==> src/rtl/serial_bcd_alu_n_pkg.sv <==
`default_nettype none
// ============================================================================
//  Module      : serial_bcd_pkg
//  Description : Shared types and constants for the digit-serial BCD ALU:
//                FSM state encoding, op codes, status bit positions,
//                default frame headers and frame-length helpers.
//  Revision    : 1.0 - initial release
// ============================================================================
package serial_bcd_pkg;

  typedef enum logic [2:0] {
    HUNT = 3'd0,
    RECV = 3'd1,
    CALC = 3'd2,
    NEG  = 3'd3,
    SEND = 3'd4
  } state_e;

  localparam logic [1:0] OP_ADD = 2'b00;
  localparam logic [1:0] OP_SUB = 2'b01;

  // Bit positions inside the 4-bit status field {neg, carry, bad_digit, bad_op}
  localparam int STAT_NEG       = 3;
  localparam int STAT_CARRY     = 2;
  localparam int STAT_BAD_DIGIT = 1;
  localparam int STAT_BAD_OP    = 0;

  localparam logic [7:0] DEFAULT_HDR_IN  = 8'hA5;
  localparam logic [7:0] DEFAULT_HDR_OUT = 8'h96;

  // Largest legal BCD digit value
  localparam logic [3:0] BCD_MAX = 4'd9;

  // Payload bits following the input header: op plus two operands
  function automatic int in_frame_bits(input int digits);
    return 2 + 8 * digits;
  endfunction

  // Full output frame: header, status, result with one extra digit
  function automatic int out_frame_bits(input int digits);
    return 12 + 4 * (digits + 1);
  endfunction

endpackage
`default_nettype wire

==> src/rtl/serial_bcd_alu_n_bcd_digit_add.sv <==
`default_nettype none
// ============================================================================
//  Module      : bcd_digit_add
//  Description : Combinational single-digit BCD adder: a + b + cin with
//                decimal correction; carry-out set for binary sums above 9.
//  Revision    : 1.0 - initial release
// ============================================================================
module bcd_digit_add
  import serial_bcd_pkg::*;
(
  input  logic [3:0] a,
  input  logic [3:0] b,
  input  logic       cin,
  output logic [3:0] sum,
  output logic       cout
);

  logic [4:0] raw;

  // Binary add, then +6 (mod 16) folds 10..19 back into a valid digit
  always_comb begin
    raw  = {1'b0, a} + {1'b0, b} + {4'b0000, cin};
    cout = (raw > {1'b0, BCD_MAX});
    sum  = cout ? (raw[3:0] + 4'd6) : raw[3:0];
  end

endmodule
`default_nettype wire

==> src/rtl/serial_bcd_alu_n.sv <==
`default_nettype none
// ============================================================================
//  Module      : serial_bcd_alu_n
//  Description : Digit-serial BCD add / signed-magnitude subtract. Hunts for
//                an input header, captures op and two operands, computes one
//                digit per cycle (plus an optional 10's-complement pass for
//                negative differences) and serialises a headered result.
//  Revision    : 1.0 - initial release
// ============================================================================
module serial_bcd_alu_n
  import serial_bcd_pkg::*;
#(
  parameter int         DIGITS  = 4,
  parameter logic [7:0] HDR_IN  = DEFAULT_HDR_IN,
  parameter logic [7:0] HDR_OUT = DEFAULT_HDR_OUT
) (
  input  logic clk,
  input  logic reset,
  input  logic din,
  output logic dout,
  output logic dout_valid,
  output logic busy
);

  localparam int IN_BITS  = in_frame_bits(DIGITS);
  localparam int OUT_BITS = out_frame_bits(DIGITS);
  localparam int RES_W    = 4 * DIGITS;
  localparam int MAX_BITS = (IN_BITS > OUT_BITS) ? IN_BITS : OUT_BITS;
  localparam int CNT_W    = $clog2(MAX_BITS + 1);
  localparam int DIG_W    = (DIGITS > 1) ? $clog2(DIGITS) : 1;

  state_e              state_q, state_d;
  logic [6:0]          window_q, window_d;
  logic [CNT_W-1:0]    cnt_q, cnt_d;
  logic [IN_BITS-1:0]  cap_q, cap_d;
  logic [DIG_W-1:0]    dig_q, dig_d;
  logic                carry_q, carry_d;
  logic [RES_W-1:0]    res_q, res_d;
  logic [OUT_BITS-1:0] out_q, out_d;
  logic                dout_q, dout_d;
  logic                dout_valid_q, dout_valid_d;

  logic [1:0]          op;
  logic                is_sub;
  logic                bad_op;
  logic                bad_digit;
  logic [3:0]          a_dig;
  logic [3:0]          b_dig;
  logic [3:0]          r_dig;
  logic                first_dig;
  logic                last_dig;
  logic [3:0]          add_a;
  logic [3:0]          add_b;
  logic                add_cin;
  logic [3:0]          add_sum;
  logic                add_cout;
  logic [RES_W-1:0]    res_upd;
  logic [7:0]          hunt_win;
  logic [3:0]          status;

  // Decode the captured frame and select the digits for the current index
  always_comb begin
    op        = cap_q[IN_BITS-1 -: 2];
    is_sub    = (op == OP_SUB);
    bad_op    = op[1];
    bad_digit = 1'b0;
    a_dig     = '0;
    b_dig     = '0;
    r_dig     = '0;
    for (int i = 0; i < DIGITS; i++) begin
      if ((cap_q[RES_W + 4*i +: 4] > BCD_MAX) || (cap_q[4*i +: 4] > BCD_MAX)) begin
        bad_digit = 1'b1;
      end
      if (dig_q == DIG_W'(i)) begin
        a_dig = cap_q[RES_W + 4*i +: 4];
        b_dig = cap_q[4*i +: 4];
        r_dig = res_q[4*i +: 4];
      end
    end
    first_dig = (dig_q == '0);
    last_dig  = (dig_q == DIG_W'(DIGITS - 1));
  end

  // Adder operand mux: A +/- B during CALC, 9's complement + 1 chain during NEG
  always_comb begin
    if (state_q == NEG) begin
      add_a   = BCD_MAX - r_dig;
      add_b   = '0;
      add_cin = first_dig ? 1'b1 : carry_q;
    end else begin
      add_a   = a_dig;
      add_b   = is_sub ? (BCD_MAX - b_dig) : b_dig;
      add_cin = first_dig ? is_sub : carry_q;
    end
  end

  bcd_digit_add u_digit_add (
    .a    (add_a),
    .b    (add_b),
    .cin  (add_cin),
    .sum  (add_sum),
    .cout (add_cout)
  );

  // Next-state, datapath updates and registered serial output
  always_comb begin
    state_d      = state_q;
    window_d     = window_q;
    cnt_d        = cnt_q;
    cap_d        = cap_q;
    dig_d        = dig_q;
    carry_d      = carry_q;
    res_d        = res_q;
    out_d        = out_q;
    dout_d       = 1'b0;
    dout_valid_d = 1'b0;
    status       = '0;
    hunt_win     = {window_q, din};
    for (int i = 0; i < DIGITS; i++) begin
      res_upd[4*i +: 4] = (dig_q == DIG_W'(i)) ? add_sum : res_q[4*i +: 4];
    end

    case (state_q)
      HUNT: begin
        window_d = hunt_win[6:0];
        if (hunt_win == HDR_IN) begin
          state_d = RECV;
          cnt_d   = '0;
        end
      end

      RECV: begin
        cap_d = {cap_q[IN_BITS-2:0], din};
        cnt_d = cnt_q + CNT_W'(1);
        if (cnt_q == CNT_W'(IN_BITS - 1)) begin
          state_d = CALC;
          dig_d   = '0;
          cnt_d   = '0;
        end
      end

      CALC: begin
        res_d   = res_upd;
        carry_d = add_cout;
        dig_d   = dig_q + DIG_W'(1);
        if (last_dig) begin
          dig_d = '0;
          cnt_d = '0;
          if (bad_op || bad_digit) begin
            // Errors still spend the full CALC time so latency is fixed
            status[STAT_BAD_DIGIT] = bad_digit;
            status[STAT_BAD_OP]    = bad_op;
            res_d   = '0;
            out_d   = {HDR_OUT, status, {(RES_W + 4){1'b0}}};
            state_d = SEND;
          end else if (!is_sub) begin
            status[STAT_CARRY] = add_cout;
            out_d   = {HDR_OUT, status, 3'b000, add_cout, res_upd};
            state_d = SEND;
          end else if (add_cout) begin
            // Carry out of a subtract means A >= B: sum is the magnitude
            out_d   = {HDR_OUT, status, 4'b0000, res_upd};
            state_d = SEND;
          end else begin
            state_d = NEG;
          end
        end
      end

      NEG: begin
        res_d   = res_upd;
        carry_d = add_cout;
        dig_d   = dig_q + DIG_W'(1);
        if (last_dig) begin
          dig_d            = '0;
          cnt_d            = '0;
          status[STAT_NEG] = 1'b1;
          out_d            = {HDR_OUT, status, 4'b0000, res_upd};
          state_d          = SEND;
        end
      end

      SEND: begin
        dout_d       = out_q[OUT_BITS-1];
        dout_valid_d = 1'b1;
        out_d        = {out_q[OUT_BITS-2:0], 1'b0};
        cnt_d        = cnt_q + CNT_W'(1);
        if (cnt_q == CNT_W'(OUT_BITS - 1)) begin
          // Clear the window so pre-busy bits cannot combine into a header
          state_d  = HUNT;
          window_d = '0;
          cnt_d    = '0;
        end
      end

      default: begin
        state_d = HUNT;
      end
    endcase
  end

  // State and datapath registers with synchronous reset
  always_ff @(posedge clk) begin
    if (reset) begin
      state_q      <= HUNT;
      window_q     <= '0;
      cnt_q        <= '0;
      cap_q        <= '0;
      dig_q        <= '0;
      carry_q      <= 1'b0;
      res_q        <= '0;
      out_q        <= '0;
      dout_q       <= 1'b0;
      dout_valid_q <= 1'b0;
    end else begin
      state_q      <= state_d;
      window_q     <= window_d;
      cnt_q        <= cnt_d;
      cap_q        <= cap_d;
      dig_q        <= dig_d;
      carry_q      <= carry_d;
      res_q        <= res_d;
      out_q        <= out_d;
      dout_q       <= dout_d;
      dout_valid_q <= dout_valid_d;
    end
  end

  assign dout       = dout_q;
  assign dout_valid = dout_valid_q;
  assign busy       = (state_q == CALC) || (state_q == NEG) || (state_q == SEND);

endmodule
`default_nettype wire

==> config.mk <==
export PLATFORM = sky130hd
export DESIGN_NAME = serial_bcd_alu_n
export DESIGN_NICKNAME = d
export VERILOG_FILES = /design/src/rtl/serial_bcd_alu_n_pkg.sv /design/src/rtl/serial_bcd_alu_n_bcd_digit_add.sv /design/src/rtl/serial_bcd_alu_n.sv
export SDC_FILE = /design/constraint.sdc
export NUM_CORES = 1
export LEC_CHECK = 0
export CELL_PAD_IN_SITES_DETAIL_PLACEMENT = 0
export CELL_PAD_IN_SITES_GLOBAL_PLACEMENT = 1
export CORE_AREA = 10 10 120 133
export CTS_BUF_LIST = sky130_fd_sc_hd__clkbuf_8
export DETAILED_ROUTE_END_ITERATION = 16
export DIE_AREA = 0 0 130 143
export PLACE_DENSITY_LB_ADDON = 0.25
export SETUP_SLACK_MARGIN = 0.3
export SLEW_MARGIN = 20
export SYNTH_ARGS = -nofsm -noshare
export SYNTH_HDL_FRONTEND = slang
export SYNTH_SLANG_ARGS = --single-unit
==> constraint.sdc <==
create_clock -name clk -period 4.3 [get_ports clk]
set_clock_uncertainty 0.2 [all_clocks]
set_input_delay 1.075 -clock clk [delete_from_list [all_inputs] [get_ports clk]]
set_output_delay 1.075 -clock clk [all_outputs]
set_load 0.02 [all_outputs]
==> results of run 1 <==
cells by family after synthesis:
| group | Yosys count | synth area share [%] |
|---|---|---|
| AOI/OAI and AO/OA | 193 | 24.0 |
| xor gates and xnor gates | 8 | 1.35 |
| adders and majority gates | 15 | 3.91 |
| buffers and inverters | 61 | 4.61 |
| DFF | 103 | 39.8 |
| muxes | 6 | 1.42 |
| and+or+nand+nor | 287 | 24.9 |
synthesized netlist by cell type, types with 3 or more instances:
cell and number:
nand2_1 121, dfxtp_1 103, a21oi_1 90, nor2_1 84
clkbuf_1 40, o21ai_0 22, a311oi_1 14, ha_1 13
nand3b_1 13, inv_1 12, nand3_1 12, a211oi_1 11
a22oi_1 11, nand2b_1 11, a32oi_1 10, nor3_1 9
or2_2 9, buf_2 8, nand4_1 8, o211ai_1 8
and3_1 5, xnor2_1 5, mux2i_1 4, o2111ai_1 4
and2_1 3, o21ai_1 3, or3_1 3, xor2_1 3
worst max-delay path, delay by kind of cell (launching register included):
family,cells,cell delay (ps)
flip-flops,1,360
AO/OA/AOI/OAI,6,940
adder cells (fa/ha/maj),4,1180
buffers and inverters,4,460
multiplexers,1,490
XOR/XNOR,1,200
AND/OR/NAND/NOR,4,360
layout make-up:
cell class	instances	share of cell area (%)
repair buffers	65	10.4
clock buffers	10	2.17
flip-flops and latches	103	32.6
multi-input cells	509	49.9
clock inverters	5	0.887
inverters	13	0.907
well taps	161	3.17
routing by layer:
layer  vias up  routed length [um]  GRT usage [%]
met5         -                   0              0
li1       2426                   -              -
met1      2276                6190           19.1
met2        58                6940           25.6
met4         0                 200           4.32
met3        11                 408           4.04
registers in the layout (all words and copies together), names as in the netlist:
signal / cells
dout_valid: 1
window_q: 7
dig_q: 2
carry_q: 1
dout: 1
cap_q: 34
res_q: 16
out_q: 32
state_q: 3
cnt_q: 6
timing repair:
item | in CTS | in global routing
setup endpoints to repair | 48 | 48
setup buffers | 7 | 4
pin swaps | 37 | 14
cloned | 4 | 2
gates resized for setup | 45 | 17
stage by stage:
step                      total power [mW]  hold WS (ps)  instances
after floorplan                       1.22           231        673
after global placement                1.30           241        834
after detailed placement              1.31           248        834
after CTS                             1.94           267        860
after global routing                  2.03           296        866
final                                 1.93           262        866
how the worst max path moves through the flow:
stage / to / slack, ps / depth (start not counted)
final: out_q[7] / 5 / 20
after global routing: out_q[10] / -170 / 19
after CTS: out_q[6] / 60 / 19
after detailed placement: out_q[6] / -120 / 21
after global placement: state_q[1] / -30 / 19
after floorplan: out_q[12] / 240 / 20
power by group through the flow:
stage                     clock, mW  combinational, mW  sequential, mW
final                         0.624              0.315           0.987
after global routing          0.692              0.347           0.990
after CTS                     0.647              0.311           0.987
after detailed placement          0              0.298            1.01
after global placement            0              0.294            1.01
after floorplan                   0              0.213            1.01
==> flow_metrics.env, run 1 <==
export IMPL_status="finished, final reports clean"
export IMPL_seq_power_share_pct=51.2
export IMPL_yosys_warnings=0
export IMPL_cts_made_buffers=9
export IMPL_setup_viol=0
export IMPL_timing_rr_start="dig_q[1]"
export IMPL_synth_cells=673
export IMPL_power_frac_clock_pct=32.4
export IMPL_buffer_ports_inserted=5
export IMPL_vias=4771
export IMPL_max_clock_freq_mhz=233
export IMPL_reg2regPathDepth=20
export IMPL_layout_cell_area_non_filler_um2=6350
export IMPL_timing_critical_path_arrival_ps=4390
export IMPL_setup_worst_path_start_class="register"
export IMPL_power_share_switching_pct=29.8
export IMPL_cell_type_of_the_slowest_stage_on_the_worst_timing_path="mux4_2"
export IMPL_worst_r2r_setup_slack_ps=5
export IMPL_cts_clk_slew_worst_paths_ps=100
export IMPL_hold_path_end="out_q[18]"
export IMPL_worstSetupEndpointType="register"
export IMPL_dp_worst_setup_slack_ps=-118
export IMPL_power_density_nw_per_um2=303
export IMPL_finalWirelength_um=13700
export IMPL_dpl_instance_area_um2=5670
export IMPL_layout_core_utilization_pct=48.5
export IMPL_final_common_cell="nand2_1"
export IMPL_fillCellCount=1299
export IMPL_mostFrequentLayoutCells="nand2_1, dfxtp_1, a21oi_1"
export IMPL_worst_endpoint_required_ps=4390
export IMPL_finalCriticalPeriod_ps=4290
export IMPL_fin_setup_tns_ps=0
export IMPL_syn_avg_cell_area_um2=7.70
export IMPL_net_switching_power_of_the_design_mw=0.574
export IMPL_irDropWorstVdd_mv=0.208
export IMPL_synth_top_cells_by_area="dfxtp_1, nand2_1, a21oi_1"
export IMPL_hp_class="register to register"
export IMPL_synth_async_sr_flop_share_pct=0
export IMPL_final_hold_violation_count=0
export IMPL_synth_cell_area_um2=5180
export IMPL_fp_row_count=44
export IMPL_timing_hold_worst_start="out_q[17]"
export IMPL_maxSlewHeadroom_pct=34.1
export IMPL_setup_worst_path_class="register to register"
export IMPL_groute_usage_overall_pct=15.4
export IMPL_dieHeight_um=143
export IMPL_grt_first_pass_wirelength_um=22800
export IMPL_rsz0062_at_grt="yes"
export IMPL_setup_worst_path_start="dig_q[1]"
export IMPL_setup_ws_ps=5.13
export IMPL_syn_nets=691
export IMPL_synth_largest_area_cell="dfxtp_1"
export IMPL_die_w_um=130
export IMPL_cts_root_buffer="clkbuf_8"
export IMPL_cts_root_to_sink_buffers=2
export IMPL_detail_route_iter0_violations=236
export IMPL_yosysSeqAreaShare_pct=39.8
export IMPL_power_report_internal_total_mw=1.35
export IMPL_routedWlPerCell_um=15.9
export IMPL_crit_chain="inv_4 -> ha_4 -> inv_4 -> and3_4 -> a21oi_2 -> nor2_1 -> a21oi_1 -> mux4_2 -> fa_2 -> fa_2 -> xor2_2 -> ha_2 -> nand2b_1 -> a32oi_2 -> a311oi_4 -> a31oi_4 -> buf_12 -> clkbuf_16 -> nor2_1 -> a311oi_1"
export IMPL_drt_antenna_violating_nets=0
export IMPL_floorplan_initialDensity_pct=39.5
export IMPL_crit_fanout=9
export IMPL_ios=6
export IMPL_gr_total_overflow=0
export IMPL_gp_congestion=0.861
export IMPL_first_global_vias=4515
export IMPL_final_max_slew_violation_count=0
export IMPL_clock_sinks=103
export IMPL_min_period_over_period_pct=99.9
export IMPL_synth_enable_flop_cells=0
export IMPL_fp_dieArea_um2=18600
export IMPL_dr_pass1_iters=5
export IMPL_clock_insertion_delay_worst_skew_ps=390
export IMPL_area_share_of_the_largest_cell_type_after_synthesis_pct=39.8
export IMPL_drt_vias_per_instance=5.51
export IMPL_ctsHtreeMaxLevel=3
export IMPL_hold_buf_cts=0
export IMPL_hpwlAfterDp_um=9290
export IMPL_antenna_cells_inserted=0
export IMPL_grt_antenna_before_repair=0
export IMPL_ff_latch_area_um2=2070
export IMPL_yosysUniqueCellTypes=55
export IMPL_final_nets=719
export IMPL_cp_slowest_stage_delay_ps=490
export IMPL_layout_drive_gt1_share_pct=20.9
export IMPL_grt_start_max_net_pins=51
export IMPL_r2r_end="out_q[7]"
export IMPL_tightestPinTransition_ps=988
export IMPL_number_of_max_cap_violations=0
export IMPL_drcViolationCount=0
export IMPL_share_comb_of_total_power_pct=16.4
export IMPL_cts_tree="yes"
export IMPL_multiInputGateArea_um2=3170
export IMPL_hold_path_cell_count=2
export IMPL_flop_and_latch_count_out_of_synthesis=103
export IMPL_p_leak_nw=2.15
export IMPL_core_area_um2=13100
export IMPL_yosys_most_used_dff="dfxtp_1"
export IMPL_area_growth_syn_to_layout_pct=22.5
Power figures use the tool's default switching activity.
==> run 2, diff against run 1 <==
--- a/config.mk
+++ b/config.mk
@@ -9,6 +9,7 @@
 export CELL_PAD_IN_SITES_GLOBAL_PLACEMENT = 1
 export CORE_AREA = 10 10 120 133
 export CTS_BUF_LIST = sky130_fd_sc_hd__clkbuf_8
+export CTS_CLUSTER_SIZE = 25
 export DETAILED_ROUTE_END_ITERATION = 16
 export DIE_AREA = 0 0 130 143
 export PLACE_DENSITY_LB_ADDON = 0.25
==> results of run 2 <==
No change in the layout: final DEF, timing and power equal those of run 1.
